### src/rtl/sram_sched_pkg.sv
// Shared widths, FSM state and read-response tag for the SRAM round-robin scheduler.
package sram_sched_pkg;

  localparam int SRAM_ADDR_W    = 12;
  localparam int SRAM_DATA_W    = 16;
  localparam int SCHED_READ_LAT = 2;
  // Wide enough for a requester index with up to 8 requesters.
  localparam int SCHED_ID_W     = 3;

  typedef enum logic {
    IDLE    = 1'b0,
    WR_HOLD = 1'b1
  } sched_state_t;

  typedef struct packed {
    logic                  valid;
    logic [SCHED_ID_W-1:0] id;
  } rsp_tag_t;

  function automatic rsp_tag_t make_tag(input logic valid, input logic [SCHED_ID_W-1:0] id);
    rsp_tag_t t;
    t.valid = valid;
    t.id    = id;
    return t;
  endfunction

endpackage

### src/rtl/sram_rr_scheduler_rr_arbiter.sv
// Round-robin arbiter: grants the first requester at or after the pointer, wrapping around.
module rr_arbiter
  import sram_sched_pkg::*;
#(
  parameter  int NREQ  = 2,
  localparam int IDX_W = $clog2(NREQ)
) (
  input  logic             clk,
  input  logic             rst_n,
  input  logic [NREQ-1:0]  req,
  input  logic             enable,
  input  logic             advance,
  output logic [NREQ-1:0]  grant,
  output logic [IDX_W-1:0] grant_idx
);

  logic [IDX_W-1:0] ptr;
  logic [IDX_W-1:0] next_ptr;
  logic [IDX_W-1:0] cand;
  logic             found;

  // Scan requesters starting at the pointer; first valid one wins.
  always_comb begin
    grant     = '0;
    grant_idx = '0;
    found     = 1'b0;
    cand      = '0;
    for (int i = 0; i < NREQ; i++) begin
      cand = IDX_W'((int'(ptr) + i) % NREQ);
      if (enable && !found && req[cand]) begin
        found       = 1'b1;
        grant[cand] = 1'b1;
        grant_idx   = cand;
      end else begin
        found = found;
      end
    end
  end

  // Pointer moves just past the winner so it becomes lowest priority next time.
  always_comb begin
    if (grant_idx == IDX_W'(NREQ - 1)) begin
      next_ptr = '0;
    end else begin
      next_ptr = grant_idx + IDX_W'(1);
    end
  end

  // Pointer register, advanced only on an accepted handshake.
  always_ff @(posedge clk or negedge rst_n) begin
    if (!rst_n) begin
      ptr <= '0;
    end else if (advance) begin
      ptr <= next_ptr;
    end
  end

endmodule

### src/rtl/sram_rr_scheduler.sv
// Shares one 1RW SRAM wrapper between NREQ requesters with round-robin arbitration,
// write re-timing against the wrapper's write-data register, and fixed-latency read return.
module sram_rr_scheduler
  import sram_sched_pkg::*;
#(
  parameter int ADDR_W   = SRAM_ADDR_W,
  parameter int DATA_W   = SRAM_DATA_W,
  parameter int NREQ     = 2,
  parameter int READ_LAT = SCHED_READ_LAT
) (
  input  logic                   RW0_clk,
  input  logic                   RW0_rst_n,
  input  logic [NREQ-1:0]        req_valid,
  output logic [NREQ-1:0]        req_ready,
  input  logic [NREQ-1:0]        req_wmode,
  input  logic [NREQ*ADDR_W-1:0] req_addr,
  input  logic [NREQ*DATA_W-1:0] req_wdata,
  output logic [NREQ-1:0]        rsp_valid,
  output logic [DATA_W-1:0]      rsp_rdata,
  output logic [ADDR_W-1:0]      sram_RW0_addr,
  output logic [DATA_W-1:0]      sram_RW0_wdata,
  output logic                   sram_RW0_en,
  output logic                   sram_RW0_wmode,
  input  logic [DATA_W-1:0]      sram_RW0_rdata
);

  localparam int IDX_W = $clog2(NREQ);

  sched_state_t     state;
  sched_state_t     state_next;
  logic [NREQ-1:0]  grant;
  logic [IDX_W-1:0] grant_idx;
  logic             arb_enable;
  logic             accept;
  logic             acc_read;
  logic             acc_write;
  logic [ADDR_W-1:0] sel_addr;
  logic [DATA_W-1:0] sel_wdata;
  logic [ADDR_W-1:0] pend_addr;
  rsp_tag_t          tag_pipe [0:READ_LAT];

  // Ready is held low during reset so no handshake can complete while the block is cleared.
  assign arb_enable = (state == IDLE) && RW0_rst_n;

  rr_arbiter #(
    .NREQ(NREQ)
  ) u_arb (
    .clk       (RW0_clk),
    .rst_n     (RW0_rst_n),
    .req       (req_valid),
    .enable    (arb_enable),
    .advance   (accept),
    .grant     (grant),
    .grant_idx (grant_idx)
  );

  // Decode the winning requester's payload and command type.
  always_comb begin
    req_ready = grant;
    accept    = |grant;
    sel_addr  = req_addr[int'(grant_idx)*ADDR_W +: ADDR_W];
    sel_wdata = req_wdata[int'(grant_idx)*DATA_W +: DATA_W];
    acc_write = accept && req_wmode[grant_idx];
    acc_read  = accept && !req_wmode[grant_idx];
  end

  // FSM state register.
  always_ff @(posedge RW0_clk or negedge RW0_rst_n) begin
    if (!RW0_rst_n) begin
      state <= IDLE;
    end else begin
      state <= state_next;
    end
  end

  // A write blocks accepts for one cycle while its data sits in the wrapper's register.
  always_comb begin
    state_next = state;
    case (state)
      IDLE: begin
        if (acc_write) begin
          state_next = WR_HOLD;
        end else begin
          state_next = IDLE;
        end
      end
      WR_HOLD: state_next = IDLE;
      default: state_next = IDLE;
    endcase
  end

  // SRAM command registers: reads issue next cycle, writes issue from WR_HOLD.
  always_ff @(posedge RW0_clk or negedge RW0_rst_n) begin
    if (!RW0_rst_n) begin
      sram_RW0_en    <= 1'b0;
      sram_RW0_wmode <= 1'b0;
      sram_RW0_addr  <= '0;
      sram_RW0_wdata <= '0;
      pend_addr      <= '0;
    end else begin
      sram_RW0_en    <= acc_read || (state == WR_HOLD);
      sram_RW0_wmode <= (state == WR_HOLD);
      if (acc_read) begin
        sram_RW0_addr <= sel_addr;
      end else if (state == WR_HOLD) begin
        sram_RW0_addr <= pend_addr;
      end
      if (acc_write) begin
        sram_RW0_wdata <= sel_wdata;
        pend_addr      <= sel_addr;
      end
    end
  end

  // Read tag pipeline; the last stage lines up with valid RW0_rdata.
  always_ff @(posedge RW0_clk or negedge RW0_rst_n) begin
    if (!RW0_rst_n) begin
      for (int i = 0; i <= READ_LAT; i++) begin
        tag_pipe[i] <= make_tag(1'b0, '0);
      end
    end else begin
      tag_pipe[0] <= make_tag(acc_read, SCHED_ID_W'(grant_idx));
      for (int i = 1; i <= READ_LAT; i++) begin
        tag_pipe[i] <= tag_pipe[i-1];
      end
    end
  end

  // One-hot response strobe decoded from the registered tag.
  always_comb begin
    rsp_valid = '0;
    for (int i = 0; i < NREQ; i++) begin
      rsp_valid[i] = tag_pipe[READ_LAT].valid && (tag_pipe[READ_LAT].id == SCHED_ID_W'(i));
    end
  end

  assign rsp_rdata = sram_RW0_rdata;

endmodule

### config.mk
export PLATFORM = sky130hd
export DESIGN_NAME = sram_rr_scheduler
export DESIGN_NICKNAME = d
export VERILOG_FILES = /design/src/rtl/sram_sched_pkg.sv /design/src/rtl/sram_rr_scheduler_rr_arbiter.sv /design/src/rtl/sram_rr_scheduler.sv
export SDC_FILE = /design/constraint.sdc
export NUM_CORES = 1
export LEC_CHECK = 0
export BUFFER_PORTS_ARGS = -buffer_cell sky130_fd_sc_hd__buf_2
export CORE_ASPECT_RATIO = 1.5
export CORE_MARGIN = 5
export CORE_UTILIZATION = 40
export DETAILED_ROUTE_END_ITERATION = 12
export GPL_TIMING_DRIVEN = 0
export PLACE_DENSITY = 0.72
export SLEW_MARGIN = 20
export SYNTH_ARGS = -nofsm -noshare
export SYNTH_HDL_FRONTEND = slang
export SYNTH_HIERARCHICAL = 1
export SYNTH_SLANG_ARGS = --single-unit
### constraint.sdc
create_clock -name RW0_clk -period 2.6 [get_ports RW0_clk]
set_input_delay 0.26 -clock RW0_clk [delete_from_list [all_inputs] [get_ports RW0_clk]]
set_output_delay 0.26 -clock RW0_clk [all_outputs]
set_load 0.005 [all_outputs]
# Yosys cells after proc, flatten, opt, wreduce, memory -nomap -nowiden
# Cells that the tools add are included.
# word_totals
ff_bits	50
in_bits	78
elab_cells	61
# classes
addsub	2
mul	1
n_lt_le_gt_ge	5
shift	2
n_mux	20
bitwise	2
reduce_logical	16
# ops
cell	n
$shiftx A32 B6 Y16	1
$mux W12	2
$shiftx A24 B6 Y12	1
$mux W1	13
$logic_and A1 B1 Y1	10
$lt A1 B2 Y1 const B	3
$mux W2	2
$logic_not A3 Y1	1
$mul A1 B2 Y3 const B	1
$add A1 B1 Y1 const B	2
$demux W1 S1	2
$ge A1 B1 Y1 const B	2
$logic_not A1 Y1	2
$or A2 B2 Y2	1
$pmux W1 S2	1
$reduce_bool A2 Y1	1
$reduce_or A2 Y1	1
$logic_or A1 B1 Y1	1
$not A1 Y1	1

# Logic depth before layout (Yosys ltp)
# Gate-level depths: netlist (run 1).
# depth
depth_word	13
ltp_mapped	11
mapped_depth_nobuf	6

# By module
# The synthesis (run 1) kept the hierarchy.
# by_module_without_submodules
mod	instances	cells_per_inst	area_per_inst_um2
sram_rr_scheduler	1	184	2404.8
rr_arbiter	1	8	80.1

# Worst setup path after synthesis (run 1)
# OpenSTA, ideal clock, no wires.
# synth_timing
kind	reg-to-reg
from	register state
to	register sram_RW0_addr[9]
t_arrival_ns	2.183
setup_slack_ns	0.292
path_stages_with_launch	10
path_cell_list	dfrtp_1 > clkbuf_1 > buf_2 > nor2b_1 > and3_1 > mux2_4 > nor2b_1 > buf_4 > buf_6 > mux2_2
# synth_between
elab_chain_cells	13
word_cells_on_any_way	21
classes_between	mul: 1; shift: 1; mux: 8; bitwise: 2; reduce/logical: 9
# synth_lines
element	line_no	rtl
start, declared	sram_rr_scheduler.sv:29	sched_state_t state;
start signal, assigned	sram_rr_scheduler.sv:72	state <= state_next;
$not A1 Y1 *	sram_rr_scheduler.sv:43	assign arb_enable = (state == IDLE) && RW0_rst_n;
$logic_and A1 B1 Y1 *	sram_rr_scheduler.sv:43	
named net arb_enable	sram_rr_scheduler.sv:33	logic arb_enable;
$logic_and A1 B1 Y1	sram_rr_scheduler_rr_arbiter.sv:30	if (enable && !found && req[cand]) begin
$mux W1	sram_rr_scheduler_rr_arbiter.sv:30	
$logic_not A1 Y1	sram_rr_scheduler_rr_arbiter.sv:30	
$logic_and A1 B1 Y1 (2 in a row)	sram_rr_scheduler_rr_arbiter.sv:30	
$mux W1 *	sram_rr_scheduler_rr_arbiter.sv:30	
named net grant_idx	sram_rr_scheduler.sv:32	logic [IDX_W-1:0] grant_idx;
$mux W1 (implied by the code) * (2 in a row)	sram_rr_scheduler.sv:64	acc_read = accept && !req_wmode[grant_idx];
$logic_not A1 Y1 *	sram_rr_scheduler.sv:64	
$logic_and A1 B1 Y1 *	sram_rr_scheduler.sv:64	
named net acc_read	sram_rr_scheduler.sv:35	logic acc_read;
$mux W12 / $reduce_bool A2 Y1 (equally long branches)	--	
end signal, assigned	sram_rr_scheduler.sv:104	sram_RW0_addr <= sel_addr;
end signal, assigned	sram_rr_scheduler.sv:106	sram_RW0_addr <= pend_addr;
end, declared	sram_rr_scheduler.sv:20	output logic [ADDR_W-1:0] sram_RW0_addr,
# Mark *: on every way through the listed nets, which the timed path passes. The rest lies on a longest branch. The select of a mux whose other input is x is not followed.
# A chain may end at the register's enable or synchronous reset.

# Final worst setup path (run 1)
# Ends and elaborated chain as after synthesis.

==> results of run 1 <==
==> metal layers <==
layer,vias to the layer above,GRT usage,share of wire
met5,-,0,0
met1,880,0.175,0.38
met2,97,0.242,0.50
met3,4,0.0388,0.11
li1,889,-,-
met4,0,0.0420,0.0079
==> final cells by class <==
cell class / count / area, sq um / share of cell area
plain buffers: 28 / 213 / 0.0660
repair buffers: 111 / 558 / 0.173
well taps: 74 / 92.6 / 0.0287
clock buffers: 6 / 82.6 / 0.0256
multi-input cells: 113 / 1030 / 0.319
flip-flops and latches: 50 / 1250 / 0.388
==> stage by stage <==
stage                     TNS, ns  hold slack [ns]  utilization  power [uW]
after detailed placement   -15.54            0.335        0.515        2060
final                           0          -0.0208        0.530        2470
after global placement     -12.83            0.331        0.515        2020
after global routing            0           0.0284        0.530        2650
after floorplan                 0          -0.0356            -        1690
after CTS                       0          0.00670        0.530        2510
==> logic make-up (layout without fill, tap and decap cells) <==
logic type / count (synthesis) / count (layout)
AND/OR/NAND/NOR: 13 / 13
AO/OA/AOI/OAI: 36 / 36
multiplexers: 64 / 64
flip-flops: 50 / 50
buffers and inverters: 29 / 145
==> layout by cell type (no fill, tap or decap) <==
cell type	n
a21oi_1	35
a41oi_2	1
and2_1	1
and2_4	1
and3_1	1
and3_4	1
buf_2	112
buf_4	21
buf_6	4
clkbuf_1	2
clkbuf_8	6
dfrtp_1	50
mux2_1	6
mux2_2	27
mux2_4	12
mux2i_1	19
nand2_1	1
nand2b_4	1
nor2_1	1
nor2b_1	3
nor2b_2	1
or2_1	2
==> how the worst min path moves through the flow <==
stage | startpoint | end | cells past startpoint
after floorplan | RW0_rst_n | pend_addr[0] | 0
after global placement | tag_pipe[11] | tag_pipe[7] | 0
after detailed placement | tag_pipe[8] | tag_pipe[4] | 0
after CTS | RW0_rst_n | sram_RW0_wdata[15] | 1
after global routing | RW0_rst_n | sram_RW0_wdata[14] | 1
final | RW0_rst_n | pend_addr[9] | 1
==> synth_stat cells <==
library cell	count	area, sq um
dfrtp_1	50	1250
a21oi_1	35	175
mux2_2	27	304
buf_4	19	143
mux2i_1	19	190
mux2_4	12	180
mux2_1	6	67.6
buf_6	4	45.0
nor2b_1	4	25.0
buf_2	3	15.0
clkbuf_1	3	11.3
and3_1	2	12.5
or2_1	2	12.5
a41oi_2	1	16.3
and2_1	1	6.26
and2_4	1	8.76
nand2_1	1	3.75
nand2b_4	1	13.8
nor2_1	1	3.75
==> power by group <==
part           switching, uW  leakage [uW]  internal [uW]
Sequential               140      0.000587           1040
Clock                    236     0.0000431            206
Combinational            330      0.000955            513
Total                    706       0.00158           1760
==> sequential cells by signal (all words and copies together), names as in the netlist, named ones only <==
signal / count
sram_RW0_addr: 12
tag_pipe: 6
sram_RW0_en: 1
sram_RW0_wmode: 1
pend_addr: 12
sram_RW0_wdata: 16
state: 1
==> results.json, run 1 <==
{
  "final_cells": 382,
  "finalWirelength_mm": 5.60,
  "first_iter_violations": 41,
  "period_needed_ns": 2.43,
  "route.vias.total": 1870,
  "reg2reg_depth": 8,
  "dp_slack_ns": -0.561,
  "end_kind": "flop",
  "status": "finished with violations",
  "grt_usage": 0.143,
  "rsz0062_at_grt": "false",
  "crit_slowest_cell": "dfrtp_1",
  "timing.critical_path.buf_inv": 3,
  "setup_ws_ns": 0.169,
  "clkLatencyLatePin_ns": 0.29,
  "synth-warning-count": 6,
  "worst_pin_slew_ns": 0.647,
  "skew_ns": 0.00637,
  "clockRootBuffer": "clkbuf_8",
  "crit_path_end": "sram_RW0_addr[9]",
  "grt_max_degree": 52,
  "drc_errors": 0,
  "finalInstanceArea_sq_um": 3220,
  "finalHoldViolCount": 19,
  "p_leak_uw": 0.00158,
  "slew_headroom": 0.569,
  "cp_data_arrival_time_ns": 2.61,
  "violations": "negative hold slack",
  "r2r-start": "state",
  "cp_cell_sequence": "buf_4 > nor2b_2 > and3_4 > mux2_4 > nor2b_1 > buf_4 > buf_6 > mux2_2",
  "p_per_area_nw_per_um2": 765,
  "r2r_end": "sram_RW0_addr[9]",
  "core_area_sq_um": 6090,
  "syn_area_sq_um": 2480,
  "ys_types": 19,
  "cts_buffers": 5,
  "dpl_cell_area_sq_um": 3130,
  "htreeDepth": 2,
  "holdCritPathClass": "primary input to async pin",
  "final-max-slew-violation-count": 0,
  "die_area_sq_um": 7920,
  "startpoint": "state",
  "syn_area_per_cell_sq_um": 12.9,
  "cts_tree": "yes",
  "gp_congestion": 0.678,
  "dpl.hpwl_mm": 4.28,
  "synth_compound_area_frac": 0.0770,
  "first_pass_iters": 4,
  "nets": 387,
  "die_width_um": 74.4,
  "diodes": 0,
  "dp.cells": 377,
  "path_clk_slew_ns": 0.09,
  "clock-sinks": 50,
  "portBuffers": 111,
  "synthCells": 192,
  "ios": 128,
  "rows": 35,
  "area_growth_pct": 29.8,
  "grt_first_pass_wirelength_mm": 8.79,
  "routedWlPerCell_um": 14.7,
  "yosysSeqAreaShare": 0.504,
  "syn_nets": 270,
  "crit_top_cell": "buf_4",
  "cp.required_ns": 2.78,
  "cts_resized": 4,
  "critPathKind": "flop to flop",
  "antenna_found_initial": 0,
  "drive_gt1_frac": 0.607,
  "grt_pass1_vias": 1912,
  "crit_cells": 8,
  "initial_core_util": 0.408,
  "gr-total-overflow": 0,
  "die_h_um": 107,
  "cts_buffer_depth": 2,
  "synth_top_family_by_area": "multiplexers",
  "ys_ff_latch": 50,
  "critPathMaxFanout": 10,
  "fin_crit_sh": 0.935,
  "via_per_inst": 4.90,
  "hold_ws_ns": -0.0208,
  "irDropWorstVdd_v": 0.000389,
  "start_kind": "flop",
  "synth_fa_ha_area_frac": 0,
  "reg2reg_slack_ns": 0.17,
  "cts_setup_buffers": 0,
  "crit_family": "multiplexers",
  "synth-xor-area-share": 0,
  "max_freq_ghz": 0.411,
  "hold_buffers": 0,
  "nFillCells": 556,
  "finalSetupViolCount": 0,
  "synth_mux_area_frac": 0.299,
  "ant_nets": 0,
  "synthSimpleGateAreaFrac": 0.0347,
  "maxCapViolCount": 0,
  "max_stage_delay_ns": 0.49
}
Note: power is estimated with default switching activity, not from simulation.
==> run 2: changes to the inputs <==
--- a/config.mk
+++ b/config.mk
@@ -6,7 +6,7 @@
 export NUM_CORES = 1
 export LEC_CHECK = 0
 export BUFFER_PORTS_ARGS = -buffer_cell sky130_fd_sc_hd__buf_2
-export CORE_ASPECT_RATIO = 1.5
+export CORE_ASPECT_RATIO = 0.5
 export CORE_MARGIN = 5
 export CORE_UTILIZATION = 40
 export DETAILED_ROUTE_END_ITERATION = 12
==> constraint.sdc (replaced) <==
create_clock -name RW0_clk -period 2.6 [get_ports RW0_clk]
set_input_delay 0.26 -clock RW0_clk [delete_from_list [all_inputs] [get_ports RW0_clk]]
set_output_delay 0.26 -clock RW0_clk [all_outputs]
set_load 0.02 [all_outputs]
==> run 2 against run 1 <==
The run still ends with negative hold slack left. Final cell count up 3.9%. Power is 22% higher. Non-clock buffer count unchanged. Largest power group unchanged.
==> results.json, run 2 (synthesized netlist as in run 1, its figures left out) <==
{
  "status": "finished with violations",
  "violations": "negative hold slack",
  "max_stage_delay_ns": 0.48,
  "reg_top3": "sram_RW0_wdata: 16 flops, pend_addr: 12 flops, sram_RW0_addr: 12 flops",
  "htreeDepth": 2,
  "grt_max_degree": 52,
  "skew_ns": 0.00855,
  "finalSetupViolCount": 0,
  "area_growth_pct": 33.8,
  "crit_cells": 8,
  "dpl.hpwl_mm": 4.63,
  "drc_errors": 0,
  "reg2reg_depth": 8,
  "clock-sinks": 50,
  "grt_first_pass_wirelength_mm": 9.94,
  "timing.critical_path.buf_inv": 3,
  "maxCapViolCount": 0,
  "startpoint": "state",
  "p_per_area_nw_per_um2": 904,
  "path_clk_slew_ns": 0.07,
  "initial_core_util": 0.410,
  "mostFrequentLayoutCells": "buf_2, dfrtp_1, a21oi_1",
  "die_width_um": 121,
  "slew_headroom": 0.581,
  "diodes": 0,
  "critPathKind": "flop to flop",
  "cts_buffer_depth": 2,
  "period_needed_ns": 2.39,
  "crit_slowest_cell": "dfrtp_1",
  "final_common_cell": "buf_2",
  "drive_gt1_frac": 0.608,
  "cp_data_arrival_time_ns": 2.56,
  "fin_crit_sh": 0.921,
  "gr-total-overflow": 0,
  "critPathMaxFanout": 10,
  "irDropWorstVdd_v": 0.000377,
  "route.vias.total": 1890,
  "cp_cell_sequence": "buf_4 > nor2b_4 > and3_1 > mux2_4 > nor2b_1 > buf_4 > buf_6 > mux2_2",
  "max_freq_ghz": 0.418,
  "gp_congestion": 0.742,
  "cts_buffers": 5,
  "grt_pass1_vias": 2002,
  "end_kind": "flop",
  "ios": 128,
  "ant_nets": 0,
  "rsz0062_at_grt": "false",
  "dp.cells": 391,
  "die_h_um": 65.7,
  "crit_path_end": "sram_RW0_addr[9]",
  "regMostFlops": "sram_RW0_wdata",
  "finalHoldViolCount": 8,
  "final-max-slew-violation-count": 0,
  "first_pass_iters": 4,
  "core_area_sq_um": 6060,
  "finalWirelength_mm": 6.14,
  "p_leak_uw": 0.00163,
  "r2r_end": "sram_RW0_addr[9]",
  "routedWlPerCell_um": 15.5,
  "hold_ws_ns": -0.0133,
  "die_area_sq_um": 7980,
  "clockRootBuffer": "clkbuf_16",
  "nets": 387,
  "cts_setup_buffers": 0,
  "worst_pin_slew_ns": 0.629,
  "antenna_found_initial": 0,
  "largest_reg_flops": 16,
  "final_cells": 397,
  "cts_tree": "yes",
  "first_iter_violations": 66,
  "crit_top_cell": "buf_4",
  "rows": 20,
  "grt_usage": 0.157,
  "r2r-start": "state",
  "portBuffers": 111,
  "crit_family": "multiplexers",
  "reg2reg_slack_ns": 0.21,
  "holdCritPathClass": "primary input to async pin",
  "clkLatencyLatePin_ns": 0.28,
  "cp.required_ns": 2.77,
  "nFillCells": 520,
  "via_per_inst": 4.76,
  "fin_util": 0.549,
  "start_kind": "flop"
}
run 2: changes by cell type in the layout (fill, tap and decap cells not counted), sizes merged:
cell / change
clkbuf: -1
clkinv: +1
bufinv: +1
run 2: layer usage:
layer  global-route usage  vias to the layer above  wire (um)
li1                     -                      893          -
met1                0.182                      921       2440
met2                0.298                       69       3220
met3               0.0378                        7        425
met4               0.0293                        0         46
met5                    0                        -          0
run 2: what timing repair did:
action,CTS,global route
endpoints found under the setup margin,34,28
gates resized for setup,3,3
hold buffers,0,0
run 2: worst register-to-register path, delay by kind of cell (launching register included):
family	cells	cell delay, ns
buffers and inverters	3	0.55
muxes	2	0.73
and+or+nand+nor	3	0.52
DFF	1	0.48
run 2: cell type report:
class	count	area, sq um	area share
buffer	28	214	0.0644
tap	88	110	0.0331
multi-input combinational	113	1030	0.309
clock inverter	2	38.8	0.0117
timing repair buffer	111	558	0.168
sequential	50	1250	0.376
clock buffer	5	125	0.0376
run 2: where the power goes:
part / internal (uW) / switching [uW]
Clock: 450 / 268
Sequential: 1040 / 143
Combinational: 520 / 581
Total: 2010 / 992
run 2: worst min path at each step:
stage	from	endpoint	cells past startpoint
after floorplan	RW0_rst_n	pend_addr[0]	0
after global placement	tag_pipe[8]	tag_pipe[4]	0
after detailed placement	tag_pipe[11]	tag_pipe[7]	0
after CTS	RW0_rst_n	pend_addr[4]	1
after global routing	RW0_rst_n	pend_addr[0]	1
final	RW0_rst_n	pend_addr[0]	1
run 2: metrics by stage:
step	setup TNS (ns)	total power, uW	area, sq um	setup slack, ns
final	0	3010	3320	0.206
after global routing	0	3190	3320	0.0811
after CTS	0	3030	3320	0.0215
after detailed placement	-14.09	2310	3150	-0.509
after global placement	-11.27	2260	3150	-0.447
after floorplan	0	1920	2480	0.174
